===== src/rtl/divider_unit.sv =====
// divider_unit: multi-cycle DIV/DIVU/REM/REMU unit for the register-file writeback path.
// A restoring shift-subtract core produces one quotient bit per clock. Divide-by-zero
// and signed-overflow cases skip the core and finish straight from IDLE.
module divider_unit #(
  parameter int N = 32
) (
  input  logic         clk,
  input  logic         reset,
  input  logic         start_i,
  input  logic [1:0]   op_i,
  input  logic [N-1:0] Read_Data_1_i,
  input  logic [N-1:0] Read_Data_2_i,
  input  logic [4:0]   rd_i,
  output logic         busy_o,
  output logic         done_o,
  output logic [4:0]   Write_Register_o,
  output logic [N-1:0] Write_Data_o,
  output logic         Reg_Write_o
);

  typedef enum logic [1:0] {
    IDLE = 2'b00,
    BUSY = 2'b01,
    DONE = 2'b10
  } state_t;

  localparam logic [5:0]   LAST_ITER = 6'(N - 1);
  localparam logic [N-1:0] MIN_NEG   = {1'b1, {(N-1){1'b0}}};
  localparam logic [N-1:0] ALL_ONES  = '1;

  state_t       state;
  logic [5:0]   count;
  logic [N-1:0] quo_q;
  logic [N-1:0] rem_q;
  logic [N-1:0] divisor_q;
  logic         is_rem_q;
  logic         neg_quo_q;
  logic         neg_rem_q;
  logic [4:0]   rd_q;

  logic         op_signed;
  logic         op_rem;
  logic         div_zero;
  logic         overflow;
  logic [N-1:0] dividend_mag;
  logic [N-1:0] divisor_mag;
  logic [N-1:0] special_result;

  // Decode a new request: operand magnitudes, sign fixups and the early-exit result.
  always_comb begin
    op_signed      = ~op_i[0];
    op_rem         = op_i[1];
    div_zero       = (Read_Data_2_i == '0);
    overflow       = op_signed && (Read_Data_1_i == MIN_NEG) && (Read_Data_2_i == ALL_ONES);
    dividend_mag   = (op_signed && Read_Data_1_i[N-1]) ? -Read_Data_1_i : Read_Data_1_i;
    divisor_mag    = (op_signed && Read_Data_2_i[N-1]) ? -Read_Data_2_i : Read_Data_2_i;
    special_result = '0;
    if (div_zero) begin
      special_result = op_rem ? Read_Data_1_i : ALL_ONES;
    end else if (overflow) begin
      special_result = op_rem ? '0 : MIN_NEG;
    end
  end

  logic [N:0]   rem_shift;
  logic [N:0]   trial;
  logic         fits;
  logic [N-1:0] rem_next;
  logic [N-1:0] quo_next;
  logic [N-1:0] final_result;

  // One restoring step: the quotient register shifts its dividend bits out into the
  // partial remainder while the new quotient bits shift in from the bottom.
  always_comb begin
    rem_shift = {rem_q, quo_q[N-1]};
    trial     = rem_shift - {1'b0, divisor_q};
    fits      = ~trial[N];
    rem_next  = fits ? trial[N-1:0] : rem_shift[N-1:0];
    quo_next  = {quo_q[N-2:0], fits};
    if (is_rem_q) begin
      final_result = neg_rem_q ? -rem_next : rem_next;
    end else begin
      final_result = neg_quo_q ? -quo_next : quo_next;
    end
  end

  // Control FSM and datapath registers; every output is driven from a flop here.
  always_ff @(posedge clk) begin
    if (reset) begin
      state            <= IDLE;
      count            <= '0;
      quo_q            <= '0;
      rem_q            <= '0;
      divisor_q        <= '0;
      is_rem_q         <= 1'b0;
      neg_quo_q        <= 1'b0;
      neg_rem_q        <= 1'b0;
      rd_q             <= '0;
      busy_o           <= 1'b0;
      done_o           <= 1'b0;
      Reg_Write_o      <= 1'b0;
      Write_Data_o     <= '0;
      Write_Register_o <= '0;
    end else begin
      unique case (state)
        IDLE: begin
          done_o      <= 1'b0;
          Reg_Write_o <= 1'b0;
          if (start_i) begin
            is_rem_q  <= op_rem;
            neg_quo_q <= op_signed && (Read_Data_1_i[N-1] ^ Read_Data_2_i[N-1]);
            neg_rem_q <= op_signed && Read_Data_1_i[N-1];
            rd_q      <= rd_i;
            quo_q     <= dividend_mag;
            rem_q     <= '0;
            divisor_q <= divisor_mag;
            count     <= '0;
            busy_o    <= 1'b1;
            if (div_zero || overflow) begin
              state            <= DONE;
              done_o           <= 1'b1;
              Write_Data_o     <= special_result;
              Write_Register_o <= rd_i;
              Reg_Write_o      <= (rd_i != 5'd0);
            end else begin
              state <= BUSY;
            end
          end
        end
        BUSY: begin
          quo_q <= quo_next;
          rem_q <= rem_next;
          count <= count + 6'd1;
          if (count == LAST_ITER) begin
            state            <= DONE;
            count            <= '0;
            done_o           <= 1'b1;
            Write_Data_o     <= final_result;
            Write_Register_o <= rd_q;
            Reg_Write_o      <= (rd_q != 5'd0);
          end
        end
        DONE: begin
          state       <= IDLE;
          busy_o      <= 1'b0;
          done_o      <= 1'b0;
          Reg_Write_o <= 1'b0;
        end
        default: begin
          state       <= IDLE;
          count       <= '0;
          busy_o      <= 1'b0;
          done_o      <= 1'b0;
          Reg_Write_o <= 1'b0;
        end
      endcase
    end
  end

endmodule


===== config.mk =====
export PLATFORM = sky130hd
export DESIGN_NAME = divider_unit
export DESIGN_NICKNAME = d
export VERILOG_FILES = /design/src/rtl/divider_unit.sv
export SDC_FILE = /design/constraint.sdc
export NUM_CORES = 1
export LEC_CHECK = 0
export CORE_UTILIZATION = 39
export CTS_CLUSTER_SIZE = 24
export DETAILED_ROUTE_END_ITERATION = 10
export PLACE_DENSITY = 0.6
export SETUP_SLACK_MARGIN = 0.3
export SLEW_MARGIN = 40
export SYNTH_ARGS = -nofsm -noshare
export SYNTH_HDL_FRONTEND = slang
export SYNTH_SLANG_ARGS = --single-unit
export TNS_END_PERCENT = 50

===== constraint.sdc =====
create_clock -name clk -period 5.4 [get_ports clk]
set_input_delay 0.81 -clock clk [delete_from_list [all_inputs] [get_ports clk]]
set_output_delay 0.81 -clock clk [all_outputs]
set_load 0.03 [all_outputs]

==> results.txt, run 1 <==
At the end of the flow the core is filled with cells to 46.2%. The detailed router finished its first iteration with 1,291 violations. The first global-routing pass estimated 71,100 um of wire. Adding up every negative setup slack in the final design gives 0 ps.

The tools report the cell at the root of the clock tree as sky130_fd_sc_hd__clkbuf_16. Summing the sequential cell areas from Yosys gives 24.2% of the chip area. Entering global routing, the biggest net connects 95 pins.

The depth of the worst register-to-register path was 15; the minimum setup slack among reg-to-reg paths was 540 ps. The reg-to-reg endpoint is Write_Data_o[21]. The most frequently used flop master after synthesis was sky130_fd_sc_hd__dfxtp_1. Number of synthesis warnings: 0. Measured against its own limit, the worst slew margin works out to 42.6%. The slew at the pin closest to its max-slew limit came out at 840 ps. The number of nets in the finished design was 1,888; the area growth from synthesis to layout was 16.2%. 114 I/O pins were placed. The post-detailed-routing wire length was 45,700 um; the synthesized netlist net count was 1,844.

In this run the worst hold path is classified as flip-flop to flip-flop. The floorplan has 65 rows. The number of enable-type register cells in the synthesized netlist was 0; the first-pass iteration count of the detailed router was 7.

For the count of final max-slew check failures, the log shows 0. The remaining routing DRC violations was 0; the cell count after placement was 2,151. For the worst-skew pair, the clock arrives at the later sink with an insertion delay of 450 ps. Of all nets on the critical path, the largest fanout is 46. The die covers 0.0330 mm^2. Dividing the detail-routed via count by the number of cells gives 6.08. The die extent in y works out to 182 um. Worst slack at placement: 370 ps. The floorplan core area was 0.0316 mm^2; the width of the die was 182 um. For the worst setup path, the data required time is 5690 ps.

The count of nets left with antenna violations once routing finished came out at 0. The run gives 12.0k as the number of global-route vias before repair. Highest achievable clock rate: 206 MHz. Origin of the worst min-delay path: divisor_q[31]. The routed length per instance was 20.9 um. The share of layout cells above drive strength 1 is 7.72%. Summed over all nets, wire length on met3 after detailed routing comes to 3030 um. The area share of the largest cell type after synthesis came out at 24.2%.

Once routing completed, OpenROAD measured the worst setup slack at 539 ps. The total vias in the final route was 13.3k. Post-synthesis average cell area: 7.27 um^2. The power density over the cells works out to 258 mW/mm^2. The worst path needs 4860 ps of the cycle, external delays included. The most numerous cell in the Yosys netlist is sky130_fd_sc_hd__nor2_1. For this configuration, the core starts out at a cell density of 39.8%. The async set-or-reset flop fraction in the synthesized netlist is 0%. Synthesis produced a netlist whose cell count is 1,731. Clock-pin slew was measured on the worst setup and hold paths at 70 ps. Across the run, the number of max-cap violations was 0. For hold timing, the worst endpoint is divisor_q[31]. After legalization and detailed placement, the total HPWL measured 34,800 um. The synthesized netlist contains 106 unique library cells. The logs give 17 for the TritonCTS buffer count and 0 for the number of antenna diodes. Launching point of the worst reg2reg path: quo_q[31]. The sink count of the clock tree is 152. Ranked by total cell area, the synthesized netlist is headed by sky130_fd_sc_hd__dfxtp_1 (24%), sky130_fd_sc_hd__nor2_1 (7.6%), sky130_fd_sc_hd__a21oi_1 (6.3%).

The fraction of the cycle the final worst path needs is 90.0%. The tools report the routability-driven placement congestion ratio as 0.958. TritonCTS built the clock tree. During placement, the flow inserted port buffers numbering 113.

Summed over all cells, the static leakage comes to 5.47 nW. Summed over all nets, wire length on met2 after detailed routing comes to 20,800 um. The synthesized netlist occupies a cell area of 0.0126 mm^2. The run finished with clean final reports. The number of hold buffers added after CTS was 0. The clock passes through at most 2 buffers. The run gives 3,210 as the number of filler cells placed in the layout. STA classifies the critical path endpoint as a flip-flop. The commonest cells after synthesis are sky130_fd_sc_hd__nor2_1 (255), sky130_fd_sc_hd__a21oi_1 (158), sky130_fd_sc_hd__dfxtp_1 (152).

The worst clock skew was 14.8 ps. Data arrives at the worst endpoint at 5150 ps. IR analysis of the VDD net gives a maximum drop of 0.219 mV. After global routing the overflow that remains totals 0. The logs give 0 for the setup violation total in the final timing report and 0 for the number of failing hold endpoints at the final stage.

The met1 routed wirelength after detailed routing came out at 21,100 um. The tools report the maximum level of the CTS H-tree as 4. The run gives 0.00377 W as the final total power.

Excluding fillers, the count of instances in the completed layout stands at 2,190. After detailed routing, no signal wire sits above met4. Global routing consumed, over all layers together, 27.6% of the routing resources. The number of cells on the worst hold path came out at 2.

For the number of antenna violations at the first check in global routing, the log shows 0. Flop and latch count out of synthesis: 152. The cell accounting for the most synthesized area is sky130_fd_sc_hd__dfxtp_1.

The setup path with the least slack is of type flip-flop to flip-flop. Setup repair after global routing left no endpoint under its margin. STA classifies the critical path startpoint as a flip-flop.
-- area by class of cell --
class / instances / area, um^2 / share of cell area (%)
clock buffer: 21 / 440 / 3.01
clock inverter: 11 / 124 / 0.847
inverter: 74 / 280 / 1.92
multi-input combinational: 1386 / 8840 / 60.4
sequential: 152 / 3040 / 20.8
tap: 402 / 503 / 3.44
timing repair buffer: 144 / 1400 / 9.58
-- per-stage QoR --
step	instance area, um^2	hold WS (ps)
2_1_floorplan	12600	432
6_report	14600	459
4_1_cts	14500	464
3_5_place_dp	14000	456
5_1_grt	14600	488
3_3_place_gp	13900	442
-- kinds of logic (layout without fill, tap and decap cells) --
| logic type | count (synthesis) | count (layout) | share of synthesized area [%] |
|---|---|---|---|
| AND/OR/NAND/NOR | 620 | 620 | 23.3 |
| AO/OA/AOI/OAI | 576 | 576 | 31.1 |
| buffers and inverters | 193 | 250 | 6.34 |
| flip-flops | 152 | 152 | 24.2 |
| XOR/XNOR | 124 | 124 | 8.63 |
| adder cells (fa/ha/maj) | 39 | 39 | 3.94 |
| multiplexers | 27 | 27 | 2.52 |
-- where the power goes --
part	switching, W	internal [W]
registers	0.0000852	0.00120
logic	0.000802	0.000464
clock network	0.000537	0.000681
-- routing by layer --
| metal | vias to the layer above | global-route usage [%] |
|---|---|---|
| li1 | 6402 | - |
| met1 | 6326 | 39.0 |
| met2 | 541 | 44.8 |
| met3 | 54 | 3.13 |
| met4 | 0 | 6.07 |
| met5 | - | 0 |
-- critical path, cell delays in order (launching register included) --
cell,delay [ps]
sky130_fd_sc_hd__dfxtp_1,370
sky130_fd_sc_hd__inv_1,80
sky130_fd_sc_hd__ha_1,230
sky130_fd_sc_hd__fa_2,390
sky130_fd_sc_hd__nand2b_1,200
sky130_fd_sc_hd__a21oi_4,280
sky130_fd_sc_hd__o21ai_2,150
sky130_fd_sc_hd__a211oi_4,390
sky130_fd_sc_hd__nor3_4,120
sky130_fd_sc_hd__nor2_4,130
sky130_fd_sc_hd__buf_4,520
sky130_fd_sc_hd__a31oi_2,390
sky130_fd_sc_hd__o41ai_2,440
sky130_fd_sc_hd__xor2_1,130
sky130_fd_sc_hd__a2111oi_0,800
sky130_fd_sc_hd__nor3_1,80
-- what timing repair did --
item / CTS / global route
setup buffers: 0 / 7
endpoints found under the setup margin: 0 / 10
gates resized for setup: 0 / 9
-- registers in the layout, indices dropped and copies added (netlist names) --
| name | count |
|---|---|
| Write_Data_o | 32 |
| divisor_q | 32 |
| quo_q | 32 |
| rem_q | 32 |
| count | 6 |
| Write_Register_o | 5 |
| rd_q | 5 |
| state | 2 |
| Reg_Write_o | 1 |
| busy_o | 1 |
| done_o | 1 |
| is_rem_q | 1 |
| neg_quo_q | 1 |
| neg_rem_q | 1 |
-- how the worst max path moves through the flow --
stage                          from               end  slack [ps]  depth (start not counted)
final                     quo_q[31]  Write_Data_o[21]         540                         15
after global routing      quo_q[31]  Write_Data_o[20]         290                         22
after CTS                 quo_q[31]  Write_Data_o[30]         360                         23
after detailed placement  quo_q[31]  Write_Data_o[30]         370                         23
after global placement    quo_q[31]  Write_Data_o[30]         540                         23
after floorplan           quo_q[31]  Write_Data_o[30]         610                         26
-- cell usage in the layout, fill, tap and decap left out, types with 6 or more instances in the layout --
master                            instances
sky130_fd_sc_hd__mux2i_1                 15
sky130_fd_sc_hd__o211ai_1                27
sky130_fd_sc_hd__and3_1                  15
sky130_fd_sc_hd__or4_1                   12
sky130_fd_sc_hd__xnor2_1                 67
sky130_fd_sc_hd__or3_1                   22
sky130_fd_sc_hd__a311oi_1                10
sky130_fd_sc_hd__clkdlybuf4s50_1        112
sky130_fd_sc_hd__dfxtp_1                152
sky130_fd_sc_hd__mux2_2                   7
sky130_fd_sc_hd__o21ai_1                 12
sky130_fd_sc_hd__xor2_1                  57
sky130_fd_sc_hd__clkbuf_16               17
sky130_fd_sc_hd__buf_4                   28
sky130_fd_sc_hd__nand2b_1                16
sky130_fd_sc_hd__nand4_1                 20
sky130_fd_sc_hd__o41ai_1                 11
sky130_fd_sc_hd__nand2_1                135
sky130_fd_sc_hd__a21o_1                  17
sky130_fd_sc_hd__nor2_1                 253
sky130_fd_sc_hd__inv_1                   72
sky130_fd_sc_hd__o31ai_1                 28
sky130_fd_sc_hd__and2_1                  11
sky130_fd_sc_hd__a22oi_1                 23
sky130_fd_sc_hd__nor2b_1                 11
sky130_fd_sc_hd__nor4_1                  14
sky130_fd_sc_hd__a21oi_1                156
sky130_fd_sc_hd__a211oi_1                70
sky130_fd_sc_hd__ha_1                    37
sky130_fd_sc_hd__o31a_1                   6
sky130_fd_sc_hd__o21ai_0                 94
sky130_fd_sc_hd__nand3_1                 23
sky130_fd_sc_hd__a31oi_1                 21
sky130_fd_sc_hd__nor3_1                  45
sky130_fd_sc_hd__o21a_1                   8
sky130_fd_sc_hd__a221oi_1                 6
Power figures use the tool's default switching activity.
==> run 2: changes to the inputs <==
--- a/config.mk
+++ b/config.mk
@@ -5,7 +5,9 @@
 export SDC_FILE = /design/constraint.sdc
 export NUM_CORES = 1
 export LEC_CHECK = 0
+export CORE_MARGIN = 3
 export CORE_UTILIZATION = 39
+export CTS_BUF_LIST = sky130_fd_sc_hd__clkbuf_8
 export CTS_CLUSTER_SIZE = 24
 export DETAILED_ROUTE_END_ITERATION = 10
 export PLACE_DENSITY = 0.6
==> results.txt, run 2 (synthesis gave the netlist of run 1 again) <==
For the worst slack at placement, the log shows 417 ps (+47.1 ps). Clock period minus final worst setup slack: 4860 ps (+0.182 ps). Wire length of the first global-routing pass: 70,800 um (-0.49%). For the maximum level of the CTS H-tree, the log shows 4 (unchanged). The number of antenna diodes is 0 (unchanged), and the setup slack after layout is 539 ps (-0.182 ps). The routed length per instance came out at 20.8 um (-0.27%). Stage delay of the slowest cell on the critical path: 440 ps (-360 ps). The number of ports placed on the die boundary was 114 (unchanged).

In this run the most used layer during global routing was met2. The final hold slack was 465 ps (+5.82 ps); the highest achievable clock rate was 206 MHz (about the same). Fraction of power consumed by sequential logic: 37.2% (+3.1 points).

The width of the die came out at 186 um (+2.2%). The overall routing resource usage came out at 26.1% (-1.5 points). The floorplan core area is 0.0317 mm^2 (+0.26%), and the number of non-filler instances in the completed layout is 2,188 (-0.091%). The die extent in y came out at 186 um (+2.2%).

The internal power component was 0.00210 W (-10%); the global routing met2 resource utilization was 42.3% (-2.5 points). For the placement row count, the log shows 65 (unchanged). The switching share of total power came out at 39.1% (+1.3 points).

Setup repair after global routing left no endpoint under its margin. Number of global-route vias before repair: 12.1k (+0.67%). First-pass iteration count of the detailed router: 7 (unchanged). The worst setup path is of the flip-flop to flip-flop kind. The reported net switching power was 0.00135 W (-5.3%); the worst-case clock buffer depth was 2 (unchanged). The global-route track usage on met3 was 3.69% (+0.56 points). The category of the worst setup path launch point is a flip-flop. Walking the worst path, the cells encountered are inv_1 > ha_1 > fa_2 > nand2b_1 > a21oi_4 > o21ai_2 > a211oi_4 > o21a_2 > nor2_4 > inv_4 > ha_1 > nand4_1 > o31a_1 > o41ai_1 > xnor2_1 > o21ai_0 > a311o_1 > a41oi_1. The power density over the cells came out at 240 mW/mm^2 (-7.1%).

The logs give 98 (+3.2%) for the pin count of the biggest net entering global routing and 0 (unchanged) for the setup violation total in the final timing report. The sink count of the clock tree was 152 (unchanged). The tools report the clock network latency to the later pin of the worst-skew pair as 500 ps (+50 ps). The worst path required time came out at 5830 ps (+140 ps).

The logs give 0 ps (unchanged) for the setup TNS and 45,500 um (-0.36%) for the post-detailed-routing wire length. The reported leakage power was 5.39 nW (-1.4%); the worst clock skew was 21.6 ps (+6.84 ps). The number of buffer cells added on primary ports was 113 (unchanged). The run gives 45.6% (+3.1 points) as the worst slew margin relative to its limit. The share of layout cells above drive strength 1 came out at 7.45% (-0.27 points). In this design, the critical path's most frequently occurring cell is sky130_fd_sc_hd__ha_1.

Post-detailed-route via-to-cell ratio: 6.08 (about the same). Leaving out fill and tap cells, the most frequent cell in the layout is sky130_fd_sc_hd__nor2_1. The area growth from synthesis to layout works out to 14.5%. The placed wire-length estimate is 34,800 um (+0.25%).

The run finished with clean final reports. The logs give 0.944 (-1.5%) for the routability-driven placement congestion ratio and 36.1% (+2.5 points) for the combinational group share of total power. Clock-pin slew on the worst setup and hold paths: 100 ps (+30 ps). The kind of end point of the critical path is a flip-flop. For the residual overflow from global routing, the log shows 0 (unchanged). The min-delay analysis places its worst path in the category flip-flop to flip-flop. The count of final max-slew check failures is 0 (unchanged). The run gives 36.9% (-2.1 points) as the global-route met1 utilization. The number of hold buffers added after cts is 0 (unchanged), and the critical-path maximum fanout is 8 (-83%). The cell sitting at the root of the clock tree is a sky130_fd_sc_hd__clkbuf_8.

The library cells used most frequently in the layout, excluding fill and tap cells, are sky130_fd_sc_hd__nor2_1 (253), sky130_fd_sc_hd__a21oi_1 (157), sky130_fd_sc_hd__dfxtp_1 (152), sky130_fd_sc_hd__nand2_1 (135), sky130_fd_sc_hd__clkdlybuf4s50_1 (112). The number of violations of the max-capacitance limit was 0 (unchanged). The logs give 0.179 mV (-19%) for the peak ir drop on the vdd network and 0 (unchanged) for the number of antenna violations at the first check in global routing. The fraction of the cycle the final worst path needs works out to 90.0% (about the same). The proportion of power drawn by the clock network was 26.8% (-5.5 points); the data arrival at the endpoint of the critical path was 5290 ps (+140 ps).

The logs give 1,198 (-7.2%) for the detailed router's first-iteration violation count and 0.0345 mm^2 (+4.5%) for the area of the die. The total vias in the final route is 13.3k (-0.11%), and the utilization of the core after routing is 45.4% (-0.80 points). For the post-route antenna net violation count, the log shows 0 (unchanged). The number of nets in the finished design is 1,887 (-0.053%), and the cell count after placement is 2,156 (+0.23%). For this design, the slowest cell found on the critical path is sky130_fd_sc_hd__o41ai_1.

TritonCTS built the clock tree. The remaining routing DRC violations is 0 (unchanged). The TritonCTS buffer count is 17 (unchanged). The slew at the pin closest to its max-slew limit was 795 ps (-44.7 ps); the initial core utilization was 39.7% (-0.10 points). The number of failing hold endpoints at the final stage is 0 (unchanged).
-- run 2: path summary, 6_finish.rpt --
check / start / end / slack [ps] / cells past startpoint
worst min-delay path: divisor_q[31] / divisor_q[31] / 470 / 2
worst max-delay path: quo_q[31] / Write_Data_o[30] / 540 / 18
worst min register to register: divisor_q[31] / divisor_q[31] / 470 / 2
worst max register to register: quo_q[31] / Write_Data_o[30] / 540 / 18
-- run 2: power groups by stage --
stage	combinational, W	clock [W]	sequential (W)
after global placement	0.00121	0	0.00130
after detailed placement	0.00122	0	0.00131
after floorplan	0.000807	0	0.00132
after global routing	0.00136	0.000986	0.00129
after CTS	0.00122	0.000947	0.00128
final	0.00125	0.000924	0.00128
-- run 2: layout make-up --
class | instances | area (um^2)
multi-input combinational | 1386 | 8820
clock buffer | 21 | 289
timing repair buffer | 143 | 1380
clock inverter | 10 | 104
fill | 3321 | 17300
sequential | 152 | 3040
inverter | 74 | 280
tap | 402 | 503
-- run 2: metrics by stage --
stage	instance area (um^2)	power (W)
after floorplan	12600	0.00212
after global placement	14000	0.00252
after detailed placement	14000	0.00253
after CTS	14400	0.00345
after global routing	14400	0.00364
final	14400	0.00345
-- run 2: critical path, delay by kind of cell (launching register included) --
kind | cells | cell delay [ps]
AO/OA/AOI/OAI | 9 | 2600
AND/OR/NAND/NOR | 3 | 530
flip-flops | 1 | 370
buffers and inverters | 2 | 170
XOR/XNOR | 1 | 200
adder cells (fa/ha/maj) | 3 | 910
-- run 2: metal layers --
layer  vias to the layer above  wire, um
li1                       6397         -
met1                      6360     20700
met2                       495     20900
met3                        57      3060
met4                         0       780
met5                         -         0
-- run 2: timing repair --
item                                    4_1_cts  5_1_grt
setup buffers                                 0        1
hold endpoints to repair                      0        0
gates resized for setup                       0        7
endpoints found under the setup margin        0        9
